==> src/rtl/trng_uart_pkg.sv <==
// Shared types and register map for the TRNG byte-stream UART transmitter.
package trng_uart_pkg;

    typedef enum logic [1:0] {
        IDLE  = 2'd0,
        START = 2'd1,
        DATA  = 2'd2,
        STOP  = 2'd3
    } tx_state_t;

    localparam logic [3:0] ADDR_CTRL   = 4'h0;
    localparam logic [3:0] ADDR_DIV_LO = 4'h1;
    localparam logic [3:0] ADDR_DIV_HI = 4'h2;
    localparam logic [3:0] ADDR_STATUS = 4'h3;
    localparam logic [3:0] ADDR_LAST   = 4'h4;

    localparam int unsigned CTRL_EN      = 0;
    localparam int unsigned CTRL_CLR_OVF = 1;
    localparam int unsigned CTRL_FLUSH   = 2;

    localparam int unsigned STAT_FULL  = 3;
    localparam int unsigned STAT_EMPTY = 4;
    localparam int unsigned STAT_BUSY  = 5;
    localparam int unsigned STAT_OVF   = 6;

endpackage

==> src/rtl/trng_uart_tx_if.sv <==
// Byte-stream input, core register bus and PMOD output of the TRNG UART transmitter.
interface trng_uart_tx_if;

    logic [7:0] byte_in;
    logic       byte_valid;
    logic [3:0] address;
    logic       data_write;
    logic [7:0] data_in;
    logic [7:0] data_out;
    logic [7:0] uo_out;

    modport master (
        output byte_in, byte_valid, address, data_write, data_in,
        input  data_out, uo_out
    );

    modport slave (
        input  byte_in, byte_valid, address, data_write, data_in,
        output data_out, uo_out
    );

endinterface

==> src/rtl/trng_byte_fifo.sv <==
// Small synchronous byte FIFO; flush has priority over push and pop.
module trng_byte_fifo #(
    parameter int unsigned DEPTH = 4
) (
    input  logic       clk,
    input  logic       rst,
    input  logic       push,
    input  logic       pop,
    input  logic       flush,
    input  logic [7:0] din,
    output logic [7:0] dout,
    output logic       full,
    output logic       empty,
    output logic [2:0] count
);

    localparam int unsigned PTR_W = $clog2(DEPTH);

    logic [7:0]       mem_q [DEPTH];
    logic [7:0]       mem_d [DEPTH];
    logic [PTR_W-1:0] wr_ptr_q, wr_ptr_d;
    logic [PTR_W-1:0] rd_ptr_q, rd_ptr_d;
    logic [2:0]       count_q, count_d;

    function automatic logic [PTR_W-1:0] next_ptr(input logic [PTR_W-1:0] p);
        return (p == PTR_W'(DEPTH - 1)) ? '0 : p + PTR_W'(1);
    endfunction

    always_comb begin
        mem_d    = mem_q;
        wr_ptr_d = wr_ptr_q;
        rd_ptr_d = rd_ptr_q;
        count_d  = count_q;
        if (flush) begin
            wr_ptr_d = '0;
            rd_ptr_d = '0;
            count_d  = '0;
        end else begin
            if (push) begin
                mem_d[wr_ptr_q] = din;
                wr_ptr_d        = next_ptr(wr_ptr_q);
            end
            if (pop) begin
                rd_ptr_d = next_ptr(rd_ptr_q);
            end
            count_d = count_q + 3'(push) - 3'(pop);
        end
    end

    always_ff @(posedge clk or posedge rst) begin
        if (rst) begin
            wr_ptr_q <= '0;
            rd_ptr_q <= '0;
            count_q  <= '0;
        end else begin
            wr_ptr_q <= wr_ptr_d;
            rd_ptr_q <= rd_ptr_d;
            count_q  <= count_d;
        end
    end

    always_ff @(posedge clk) begin
        mem_q <= mem_d;
    end

    assign dout  = mem_q[rd_ptr_q];
    assign count = count_q;
    assign full  = (count_q == 3'(DEPTH));
    assign empty = (count_q == '0);

endmodule

==> src/rtl/trng_uart_tx.sv <==
// Buffers TRNG bytes and serialises them as 8N1 UART, with a small register window
// for enable, baud divider and status.
module trng_uart_tx
    import trng_uart_pkg::*;
#(
    parameter int unsigned FIFO_DEPTH = 4,
    parameter int unsigned DIV_WIDTH  = 12,
    parameter int unsigned DIV_RESET  = 555
) (
    input  logic          clk,
    input  logic          rst,
    trng_uart_tx_if.slave bus
);

    tx_state_t            state_q, state_d;
    logic [7:0]           shreg_q, shreg_d;
    logic [2:0]           idx_q, idx_d;
    logic [DIV_WIDTH-1:0] cnt_q, cnt_d;
    logic                 tx_q, tx_d;
    logic                 en_q, en_d;
    logic [DIV_WIDTH-1:0] div_q, div_d;
    logic                 ovf_q, ovf_d;
    logic [7:0]           last_q, last_d;

    logic       pop, push_ok, ovf_evt, flush, clr_ovf, wr_ctrl, busy, cnt_zero;
    logic [7:0] fifo_dout;
    logic       fifo_full, fifo_empty;
    logic [2:0] fifo_count;
    logic [7:0] status;

    trng_byte_fifo #(.DEPTH(FIFO_DEPTH)) u_fifo (
        .clk   (clk),
        .rst   (rst),
        .push  (push_ok),
        .pop   (pop),
        .flush (flush),
        .din   (bus.byte_in),
        .dout  (fifo_dout),
        .full  (fifo_full),
        .empty (fifo_empty),
        .count (fifo_count)
    );

    assign wr_ctrl  = bus.data_write && (bus.address == ADDR_CTRL);
    assign flush    = wr_ctrl && bus.data_in[CTRL_FLUSH];
    assign clr_ovf  = wr_ctrl && bus.data_in[CTRL_CLR_OVF];
    // A pop in the same cycle frees a slot, so a push into a full FIFO still lands.
    assign push_ok  = bus.byte_valid && !flush && (!fifo_full || pop);
    assign ovf_evt  = bus.byte_valid && !flush && fifo_full && !pop;
    assign busy     = (state_q != IDLE);
    assign cnt_zero = (cnt_q == '0);

    always_comb begin
        en_d   = en_q;
        div_d  = div_q;
        ovf_d  = ovf_q;
        last_d = last_q;
        if (bus.data_write) begin
            case (bus.address)
                ADDR_CTRL:   en_d = bus.data_in[CTRL_EN];
                ADDR_DIV_LO: div_d[7:0] = bus.data_in;
                ADDR_DIV_HI: div_d[DIV_WIDTH-1:8] = bus.data_in[DIV_WIDTH-9:0];
                default: ;
            endcase
        end
        if (clr_ovf) ovf_d = 1'b0;
        if (ovf_evt) ovf_d = 1'b1;
        if (push_ok) last_d = bus.byte_in;
    end

    always_comb begin
        state_d = state_q;
        shreg_d = shreg_q;
        idx_d   = idx_q;
        cnt_d   = cnt_q;
        tx_d    = tx_q;
        pop     = 1'b0;
        case (state_q)
            IDLE: begin
                if (en_q && !fifo_empty) begin
                    pop     = 1'b1;
                    shreg_d = fifo_dout;
                    cnt_d   = div_q;
                    tx_d    = 1'b0;
                    state_d = START;
                end
            end
            START: begin
                if (cnt_zero) begin
                    tx_d    = shreg_q[0];
                    shreg_d = shreg_q >> 1;
                    idx_d   = '0;
                    cnt_d   = div_q;
                    state_d = DATA;
                end else begin
                    cnt_d = cnt_q - DIV_WIDTH'(1);
                end
            end
            DATA: begin
                if (cnt_zero) begin
                    cnt_d = div_q;
                    if (idx_q == 3'd7) begin
                        tx_d    = 1'b1;
                        state_d = STOP;
                    end else begin
                        tx_d    = shreg_q[0];
                        shreg_d = shreg_q >> 1;
                        idx_d   = idx_q + 3'd1;
                    end
                end else begin
                    cnt_d = cnt_q - DIV_WIDTH'(1);
                end
            end
            STOP: begin
                if (cnt_zero) begin
                    // Chain straight into the next start bit when more data is waiting.
                    if (en_q && !fifo_empty) begin
                        pop     = 1'b1;
                        shreg_d = fifo_dout;
                        cnt_d   = div_q;
                        tx_d    = 1'b0;
                        state_d = START;
                    end else begin
                        tx_d    = 1'b1;
                        state_d = IDLE;
                    end
                end else begin
                    cnt_d = cnt_q - DIV_WIDTH'(1);
                end
            end
            default: begin
                tx_d    = 1'b1;
                state_d = IDLE;
            end
        endcase
    end

    always_ff @(posedge clk or posedge rst) begin
        if (rst) begin
            state_q <= IDLE;
            shreg_q <= '0;
            idx_q   <= '0;
            cnt_q   <= '0;
            tx_q    <= 1'b1;
            en_q    <= 1'b0;
            div_q   <= DIV_WIDTH'(DIV_RESET);
            ovf_q   <= 1'b0;
            last_q  <= '0;
        end else begin
            state_q <= state_d;
            shreg_q <= shreg_d;
            idx_q   <= idx_d;
            cnt_q   <= cnt_d;
            tx_q    <= tx_d;
            en_q    <= en_d;
            div_q   <= div_d;
            ovf_q   <= ovf_d;
            last_q  <= last_d;
        end
    end

    always_comb begin
        status             = '0;
        status[2:0]        = fifo_count;
        status[STAT_FULL]  = fifo_full;
        status[STAT_EMPTY] = fifo_empty;
        status[STAT_BUSY]  = busy;
        status[STAT_OVF]   = ovf_q;
    end

    always_comb begin
        bus.data_out = '0;
        case (bus.address)
            ADDR_CTRL:   bus.data_out[CTRL_EN] = en_q;
            ADDR_DIV_LO: bus.data_out = div_q[7:0];
            ADDR_DIV_HI: bus.data_out = 8'(div_q >> 8);
            ADDR_STATUS: bus.data_out = status;
            ADDR_LAST:   bus.data_out = last_q;
            default: ;
        endcase
    end

    assign bus.uo_out = {6'b0, busy, tx_q};

endmodule

==> src/flat_wrapper.sv <==
// flat-port wrapper written by rule: the top's interface ports become plain ports
module trng_uart_tx_flat import trng_uart_pkg::*;
#(
    parameter int unsigned FIFO_DEPTH = 4,
    parameter int unsigned DIV_WIDTH  = 12,
    parameter int unsigned DIV_RESET  = 555
)
  (clk, rst, bus_byte_in, bus_byte_valid, bus_address, bus_data_write, bus_data_in, bus_data_out, bus_uo_out);
  trng_uart_tx_if bus_i ();
  input  logic clk;
  input  logic rst;
  input wire logic [$bits(bus_i.byte_in)-1:0] bus_byte_in;
  input wire logic [$bits(bus_i.byte_valid)-1:0] bus_byte_valid;
  input wire logic [$bits(bus_i.address)-1:0] bus_address;
  input wire logic [$bits(bus_i.data_write)-1:0] bus_data_write;
  input wire logic [$bits(bus_i.data_in)-1:0] bus_data_in;
  output wire logic [$bits(bus_i.data_out)-1:0] bus_data_out;
  output wire logic [$bits(bus_i.uo_out)-1:0] bus_uo_out;
  assign bus_i.byte_in = bus_byte_in;
  assign bus_i.byte_valid = bus_byte_valid;
  assign bus_i.address = bus_address;
  assign bus_i.data_write = bus_data_write;
  assign bus_i.data_in = bus_data_in;
  assign bus_data_out = bus_i.data_out;
  assign bus_uo_out = bus_i.uo_out;
  trng_uart_tx #(.FIFO_DEPTH(FIFO_DEPTH), .DIV_WIDTH(DIV_WIDTH), .DIV_RESET(DIV_RESET)) u_core (.clk(clk), .rst(rst), .bus(bus_i));
endmodule
==> config.mk <==
export PLATFORM = sky130hd
export DESIGN_NAME = trng_uart_tx_flat
export DESIGN_NICKNAME = d
export VERILOG_FILES = /design/src/rtl/trng_uart_pkg.sv /design/src/rtl/trng_uart_tx_if.sv /design/src/rtl/trng_byte_fifo.sv /design/src/rtl/trng_uart_tx.sv /design/src/flat_wrapper.sv
export SDC_FILE = /design/constraint.sdc
export NUM_CORES = 1
export LEC_CHECK = 0
export CAP_MARGIN = 40
export CORE_MARGIN = 1
export CORE_UTILIZATION = 30
export CTS_CLUSTER_DIAMETER = 200
export DETAILED_ROUTE_END_ITERATION = 16
export GPL_TIMING_DRIVEN = 0
export PLACE_DENSITY = 0.49
export SYNTH_ARGS = -nofsm -noshare
export SYNTH_HDL_FRONTEND = slang
export SYNTH_HIERARCHICAL = 1
export SYNTH_SLANG_ARGS = --single-unit
==> constraint.sdc <==
create_clock -name clk -period 3.2 [get_ports clk]
set_input_delay 0.64 -clock clk [delete_from_list [all_inputs] [get_ports clk]]
set_output_delay 0.64 -clock clk [all_outputs]
set_load 0.005 [all_outputs]
# ---- Yosys cells after proc, flatten, opt, wreduce, memory -nomap -nowiden
# Index checks and enable logic that the tools add are counted.
dict set report classes {
  eq_ne 17
  n_addsub 6
  n_bitwise 3
  n_lt_le_gt_ge 3
  reduce_logical 32
  n_mux 48
}
# op n
set ops {}
lappend ops {{2-to-1 mux 8 bit} 8}
lappend ops {{2-to-1 mux 12 bit} 3}
lappend ops {{one-hot mux 12 bit (3 select lines)} 1}
lappend ops {{bitwise mux 32 bit} 1}
lappend ops {{one-hot mux 8 bit (4 select lines)} 1}
lappend ops {{one-hot mux 7 bit (4 select lines)} 1}
lappend ops {{2-to-1 mux 2 bit} 11}
lappend ops {{binary-select mux 8 bit (select 2 bit)} 1}
lappend ops {{demux 8 bit (select 2 bit)} 1}
lappend ops {{logical NOT 12 bit} 1}
lappend ops {{2-to-1 mux 3 bit} 4}
lappend ops {{AND reduction 4 bit} 3}
lappend ops {{subtractor 12 x 1 -> 12 bit, second input constant} 1}
lappend ops {{2-to-1 mux 1 bit} 11}
lappend ops {{inequality test 2 x 1 -> 1 bit, second input constant} 5}
lappend ops {{nonzero test 2 bit} 5}
lappend ops {{logical AND 1 bit} 9}
lappend ops {{== test 2 bit, second input constant} 4}
lappend ops {{== test 4 x 2 -> 1 bit, second input constant} 2}
lappend ops {{one-hot mux 2 bit (4 select lines)} 1}
lappend ops {{AND reduction 2 bit} 4}
lappend ops {{== test 3 bit, second input constant} 2}
lappend ops {{>= comparator 3 bit, second input constant} 2}
lappend ops {{inverter 2 -> 3 bit} 2}
lappend ops {{other kinds (21)} 25}
dict set report totals {
  out_inout_bits 16
  wordCells 126
  reg_bits 87
}

# ---- Longest topological paths before layout
# Gate-level depths: netlist of the first run.
dict set report logic_depth {
  word_depth 11
  ltp_mapped 13
}

# ---- Cells and area by module
# The synthesis of the first run kept the hierarchy.
# mod area_per_inst_um2 cells_each n_inst
set by_module_without_submodules {}
lappend by_module_without_submodules {trng_uart_tx 3189.3 303 1}
lappend by_module_without_submodules {trng_byte_fifo 1615.3 84 1}

# ---- Least setup slack after synthesis of the first run
# Ideal clock, no wire load.
dict set report synth_path {
  kind {reg2reg}
  from {register u_core.state_q[0]}
  to {register u_core.u_fifo.count_q[2], in the netlist u_core/u_fifo/count[2]}
  period_less_slack_ns 2.865
  path_stages_with_launch 14
  n_path_buf 2
  setup_ns 0.129
  arrival_time_ns 2.736
  path_slack_ns 0.335
  path_cell_list {dfrtp_1 inv_1 ha_1 clkbuf_1 clkbuf_1 inv_1 o21a_1 ha_1 inv_1 ha_1 inv_1 fa_1 xnor3_1 nor2_1}
}
dict set report synth_between {
  elab_chain_cells 7
  word_cells_on_any_way 8
  classes_between {add/sub (2); eq/ne (1); mux (2); reduce/logical (3)}
}
# item line
set synth_rtl {}
lappend synth_rtl {{from (decl)} trng_uart_tx.sv:15} ;# tx_state_t state_q, state_d;
lappend synth_rtl {{from (signal assigned)} trng_uart_tx.sv:150} ;# state_q <= state_d;
lappend synth_rtl {{== test 2 bit or logical NOT 2 bit (tied branches)} trng_uart_tx.sv:78} ;# case (state_q)
lappend synth_rtl {{one-hot mux 1 bit (2 select lines) *} trng_uart_tx.sv:78}
lappend synth_rtl {{named net u_core.pop} trng_uart_tx.sv:25} ;# logic pop, push_ok, ovf_evt, flush, clr_ovf, wr_ctrl, busy, cnt_zero;
lappend synth_rtl {{logical OR 1 bit} trng_uart_tx.sv:48} ;# assign push_ok = bus.byte_valid && !flush && (!fifo_full || pop);
lappend synth_rtl {{logical AND 1 bit} trng_uart_tx.sv:48}
lappend synth_rtl {{adder 3 x 1 -> 3 bit} trng_byte_fifo.sv:46} ;# count_d = count_q + 3'(push) - 3'(pop);
lappend synth_rtl {{subtractor 3 x 1 -> 3 bit *} trng_byte_fifo.sv:46}
lappend synth_rtl {{2-to-1 mux 3 bit *} trng_byte_fifo.sv:34} ;# if (flush) begin
lappend synth_rtl {{named net u_core.u_fifo.count_d[2]} trng_byte_fifo.sv:23} ;# logic [2:0] count_q, count_d;
lappend synth_rtl {{to (signal assigned)} trng_byte_fifo.sv:58} ;# count_q <= count_d;
lappend synth_rtl {{to (decl)} trng_byte_fifo.sv:23}
# The timed path passes the listed nets; every way through them passes the cells marked *.
# A chain may end at the register's enable or synchronous reset.

# ---- Worst setup path in the final report of the first run
dict set report layout_path {
  from {input bus_address[1]}
  to {output bus_data_out[2]}
}
dict set report layout_between {
  elab_chain_cells 2
  word_cells_on_any_way 5
  classes_between {eq/ne (4); mux (1)}
}
# item line
set layout_rtl {}
lappend layout_rtl {{from (decl)} flat_wrapper.sv:14} ;# input wire logic [$bits(bus_i.address)-1:0] bus_address;
lappend layout_rtl {{== test 4 x 3 -> 1 bit (tied with other cells)} trng_uart_tx.sv:173} ;# case (bus.address)
lappend layout_rtl {{one-hot mux 7 bit (4 select lines) *} trng_uart_tx.sv:173}
lappend layout_rtl {{to (decl)} flat_wrapper.sv:17} ;# output wire logic [$bits(bus_i.data_out)-1:0] bus_data_out;
# Every way passes the cells marked *; elsewhere a longest branch is shown, timed or not.

==> results of run 1 <==
## registers in the layout, indices dropped and copies added (netlist names)
signal,cells
u_core/u_fifo/mem_q,32
u_core/cnt_q,12
u_core/div_q,12
u_core/last_q,8
u_core/shreg_q,8
u_core/idx_q,3
u_core/u_fifo/count,3
u_core/state_q,2
u_core/u_fifo/rd_ptr_q,2
u_core/u_fifo/wr_ptr_q,2
u_core/en_q,1
u_core/ovf_q,1
u_core/tx_q,1
## worst max path at each step
stage | slack, ps | startpoint | to
3_5_place_dp | -320 | u_core/state_q[0]$_DFFE_PP0P_ | u_core/u_fifo/count[2]$_DFF_PP0_
2_1_floorplan | 340 | u_core/state_q[0]$_DFFE_PP0P_ | u_core/u_fifo/count[2]$_DFF_PP0_
6_report | 180 | bus_address[1] | bus_data_out[2]
5_1_grt | 30 | u_core/state_q[0]$_DFFE_PP0P_ | u_core/u_fifo/count[2]$_DFF_PP0_
3_3_place_gp | -350 | bus_address[1] | bus_data_out[2]
4_1_cts | 9 | bus_address[3] | bus_data_out[1]
## stage by stage
step                instance area [um2]  std cells  worst slack, ps  TNS, ps
detailed placement                 5450        638             -321    -2250
finish                             5810        658              175        0
global placement                   5420        636             -348    -2940
floorplan                          4820        392              335        0
CTS                                5750        654             8.95        0
global route                       5810        658             29.3        0
## kinds of logic after synthesis
kind of cell    synth area share
compound gates             0.149
buf+inv                   0.0482
flops                      0.488
other cells             0.000781
simple gates               0.115
mux                        0.141
xor+xnor                  0.0120
fa+ha+maj                 0.0458
## power groups by stage
stage               Clock, mW  Combinational, mW  Sequential [mW]
floorplan                   0               2.00             1.79
global placement            0               2.56             1.89
detailed placement          0               2.60             1.90
CTS                      1.02               2.62             1.89
global route             1.05               2.92             1.94
finish                  0.984               2.65             1.89
## cell usage in the layout, fill, tap and decap left out, drive strengths merged, types with 7 or more instances in the layout
master	count
dfrtp	49
mux2	37
edfxtp	32
clkdlybuf4s50	29
buf	22
clkbuf	22
inv	21
nand2	18
nor2	17
o21ai	17
ha	16
a21oi	13
a221oi	11
mux4	8
nor3	8
and2	7
## metal layers
metal  global-route usage  up-vias  part of all wire
met5                    0        -                 0
met4               0.0581        0             0.019
met3               0.0237       17             0.053
met2                0.231      134              0.46
met1                0.210     1690              0.47
li1                     -     1576                 -
## area by class of cell
cell class / count / area share
tap: 211 / 0.0455
buffer: 25 / 0.0272
clock buffer: 12 / 0.0425
inverter: 20 / 0.0129
timing repair buffer: 40 / 0.0692
clock inverter: 4 / 0.00517
sequential: 87 / 0.404
multi-input combinational: 259 / 0.394
## what timing repair did
action | CTS | global route
buffers inserted | 1 | 4
endpoints found under the setup margin | 10 | 37
pin swaps | 1 | 3
gates resized for setup | 6 | 9
hold buffers | 0 | 0
==> metrics.yaml, run 1 <==
logic_synthesis:
  synth_top_area_frac: 0.255
  synth.area.top_cells: "dfrtp_1, edfxtp_1, mux2_2"
  yosysSeqAreaShare: 0.488
  yosys_most_used_dff: "dfrtp_1"
  post-synth-top-count-cell: "dfrtp_1"
  syn-cell-area_um2: 4800
  syn_inst: 387
  post_synth.cell_area_avg_um2: 12.4
  ys_types: 76
  synth_top_area_cell: "dfrtp_1"
  postSynth.asyncResetShare: 0.632
  synth_edf_count: 32
  synth_common_cells: "dfrtp_1, edfxtp_1, mux2_2"
  ys_warn_count: 6
  ys_ff_latch: 87
drt:
  vias: 3417
  wl_mm: 11.7
  wl_per_cell_um: 17.7
  viasPerCell: 5.19
  drt-initial-drc-count: 275
  firstDrtPassIters: 7
  postRouteAntennaNets: 0
  route.detailed.drc: 0
sta:
  max_freq_ghz: 0.331
  min_period_ps: 3020
  rsz0062_at_grt: "no"
  finalHoldViolCount: 0
  fin_skew_ps: 7.05
  min_period_over_period: 0.945
  worstMarginPinSlew_ps: 875
  hold-worst-slack_ps: 484
  slew_headroom: 0.414
  setup_viol: 0
  maxSlewViolCount: 0
pwr:
  internal-power_mw: 3.35
  ir_drop_mv: 0.348
  p_clk_frac: 0.178
  p_leak_nw: 2.31
  switching_share: 0.394
  pwr-share-comb: 0.480
  p_sw_mw: 2.18
  power_mw: 5.52
  p_seq_frac: 0.342
  power_density_nw_per_um2: 952
hold_path:
  min_to: "u_core/shreg_q[6]$_DFFE_PP0P_"
  hp-start: "u_core/shreg_q[6]$_DFFE_PP0P_"
  hold_depth: 1
  hold_class: "reg2reg"
setup_path:
  cp.depth: 6
  cp.arrival_ps: 2380
  r2r_setup_slack_ps: 230
  rr_endpoint: "u_core/u_fifo/count[2]$_DFF_PP0_"
  crit_type: "in2out"
  slowest_stage: "clkdlybuf4s50_1"
  cp-start-kind: "input pin"
  path_cells: "dlygate4sd2_1 > nor4b_4 > buf_4 > a22o_1 > a221o_1 > clkdlybuf4s50_1"
  cpLargestDelayFamily: "buffers and inverters"
  endpoint_kind: "output port"
  critPathMaxStageDelay_ps: 510
  required_ps: 2560
  r2r-start: "u_core/state_q[0]$_DFFE_PP0P_"
  rr_worst_depth: 12
  crit_fanout: 6
  crit_buf_inv: 3
final_layout:
  layout-drive-gt1-share: 0.224
  area_growth_pct: 20.8
  multi_input_area_um2: 2290
  final_core_util: 0.376
  nets: 483
  num-fill-cells: 1505
  ff_latch_area_um2: 2340
  n_antenna_cell: 0
floorplanning:
  rows: 45
  die_h_um: 129
  start_util: 0.311
  ios: 40
  fp.dieW_um: 129
  core_area_um2: 15400
  die-area_um2: 16500
clock_network:
  htreeDepth: 3
  clock-root-buffer: "clkbuf_16"
  cts.path.max_buffers: 2
  clock_latency_ps: 340
  cts_tree: "yes"
  clk_pin_slew_ps: 60
  cts_buffers: 9
  numClockSinks: 87
outcome:
  status: "complete, no violations"
place:
  numPortBuffers: 33
  place_congestion: 0.786
  hpwl_mm: 8.49
global_routing:
  grtUsageTotal: 0.150
  grt_max_degree: 26
  antenna_found_initial: 0
  grt_pass1_wl_mm: 18.4
  grt_pass1_vias: 3211
  overflow: 0
flow_run:
  maxCapViolCount: 0
(Power assumes the default switching activity.)
==> run 2: changes to the inputs <==
--- a/config.mk
+++ b/config.mk
@@ -16,3 +16,4 @@
 export SYNTH_HDL_FRONTEND = slang
 export SYNTH_HIERARCHICAL = 1
 export SYNTH_SLANG_ARGS = --single-unit
+export TNS_END_PERCENT = 20
==> run 2 against run 1 <==
Final cell count unchanged. Power about the same. Clock skew shrank 2.3 ps. Highest routed layer unchanged.
==> metrics.yaml, run 2 (synthesis gave the netlist of run 1 again) <==
outcome:
  status: "complete, no violations"
drt:
  firstDrtPassIters: 5
  viasPerCell: 5.15
  wl_mm: 11.6
  drt-initial-drc-count: 266
  postRouteAntennaNets: 0
  vias: 3388
  route.detailed.drc: 0
  wl_per_cell_um: 17.7
place:
  pre_cts_ws_ps: -321
  numPortBuffers: 33
  place_congestion: 0.786
  hpwl_mm: 8.49
setup_path:
  required_ps: 2560
  cp-start-kind: "input pin"
  slowest_stage: "clkdlybuf4s50_1"
  r2r-start: "u_core/cnt_q[4]$_DFF_PP0_"
  endpoint_kind: "output port"
  critPathMaxStageDelay_ps: 500
  cp.arrival_ps: 2410
  path_cells: "dlygate4sd2_1 > nor4bb_2 > buf_4 > a22o_1 > a221o_1 > clkdlybuf4s50_1"
  crit_fanout: 7
  rr_worst_depth: 10
  rr_endpoint: "u_core/u_fifo/count[2]$_DFF_PP0_"
  crit_type: "in2out"
  r2r_setup_slack_ps: 240
sta:
  min_period_ps: 3050
  hold-worst-slack_ps: 484
  max_freq_ghz: 0.328
  setup_viol: 0
  slew_headroom: 0.422
  min_period_over_period: 0.952
  rsz0062_at_grt: "no"
  finalHoldViolCount: 0
  worstMarginPinSlew_ps: 863
  worst_slack_ps: 153
  fin_skew_ps: 4.73
  maxSlewViolCount: 0
final_layout:
  area_growth_pct: 20.8
  nets: 483
  largest_register: "u_core/u_fifo/mem_q"
  final_cell_mix: "dfrtp_1, edfxtp_1, clkdlybuf4s50_1"
  layout-drive-gt1-share: 0.224
  n_antenna_cell: 0
  top_regs: "u_core/u_fifo/mem_q: 32 flops, u_core/cnt_q: 12 flops, u_core/div_q: 12 flops"
  num-fill-cells: 1507
  largest_register_ffs: 32
  final_common_cell: "dfrtp_1"
pwr:
  p_leak_nw: 2.30
  power_density_nw_per_um2: 951
  ir_drop_mv: 0.347
global_routing:
  overflow: 0
  grtUsageTotal: 0.149
  grt_pass1_vias: 3198
  antenna_found_initial: 0
  grt_max_degree: 26
  grt_pass1_wl_mm: 18.4
hold_path:
  hold_depth: 1
  min_to: "u_core/shreg_q[6]$_DFFE_PP0P_"
  hold_class: "reg2reg"
  hp-start: "u_core/shreg_q[6]$_DFFE_PP0P_"
clock_network:
  cts_buffers: 9
  numClockSinks: 87
  clock-root-buffer: "clkbuf_16"
  htreeDepth: 3
  cts.path.max_buffers: 2
  hold_buffers: 0
  clock_latency_ps: 340
  clk_pin_slew_ps: 60
  cts_tree: "yes"
floorplanning:
  ios: 40
  fp.dieW_um: 129
  die-area_um2: 16500
  rows: 45
  core_area_um2: 15400
  start_util: 0.311
  die_h_um: 129
flow_run:
  maxCapViolCount: 0
==> run 2: cell types whose count changed in the layout (fill, tap and decap cells not counted), sizes merged <==
cell | before | now
dlygate4sd2 | 1 | 2
dlymetal6s2s | 3 | 2
==> run 2: per-stage QoR <==
step                utilization  instance area (um2)  total power, mW  cells  setup TNS [ps]
floorplan                     -                 4820             3.79    392               0
global placement          0.351                 5420             4.45    636           -2940
detailed placement        0.353                 5450             4.50    638           -2250
CTS                       0.372                 5740             5.52    653          -0.423
global route              0.376                 5800             5.91    658               0
finish                    0.376                 5800             5.52    658               0
==> run 2: layout make-up <==
cell class,instances,area [um2],area share
flip-flops and latches,87,2340,0.404
clock inverters,4,30.0,0.00518
multi-input cells,259,2290,0.394
clock buffers,12,246,0.0425
well taps,211,264,0.0455
plain buffers,25,158,0.0272
repair buffers,40,398,0.0686
inverters,20,75.1,0.0129
==> run 2: critical path: cells and delay by family <==
family          cells  cell delay [ps]
simple gates        1              370
buf+inv             3             1100
compound gates      2              300
==> run 2: worst max path at each step <==
stage / from / endpoint / slack [ps] / cells after the start
after floorplan: u_core/state_q[0]$_DFFE_PP0P_ / u_core/u_fifo/count[2]$_DFF_PP0_ / 340 / 13
after global placement: bus_address[1] / bus_data_out[2] / -350 / 5
after detailed placement: u_core/state_q[0]$_DFFE_PP0P_ / u_core/u_fifo/count[2]$_DFF_PP0_ / -320 / 13
after CTS: bus_address[3] / bus_data_out[2] / -0.4 / 6
after global routing: u_core/state_q[0]$_DFFE_PP0P_ / u_core/u_fifo/count[2]$_DFF_PP0_ / 30 / 12
final: bus_address[1] / bus_data_out[1] / 150 / 6
==> run 2: per-layer routing <==
layer	part of all wire	wire length, um	global-route usage	vias up
met2	0.46	5350	0.231	108
met4	0.017	195	0.0561	0
met5	0	0	0	-
li1	-	-	-	1577
met1	0.48	5550	0.210	1687
met3	0.046	540	0.0237	16
==> run 2: timing repair <==
action / 4_1_cts / 5_1_grt
resized for setup: 7 / 8
setup endpoints to repair: 10 / 38
pin swaps: 0 / 5
setup buffers: 0 / 5
==> run 2: report_power, final <==
group,switching [mW],internal [mW],total [mW]
registers,0.323,1.57,1.89
clock network,0.435,0.551,0.987
logic,1.42,1.23,2.64
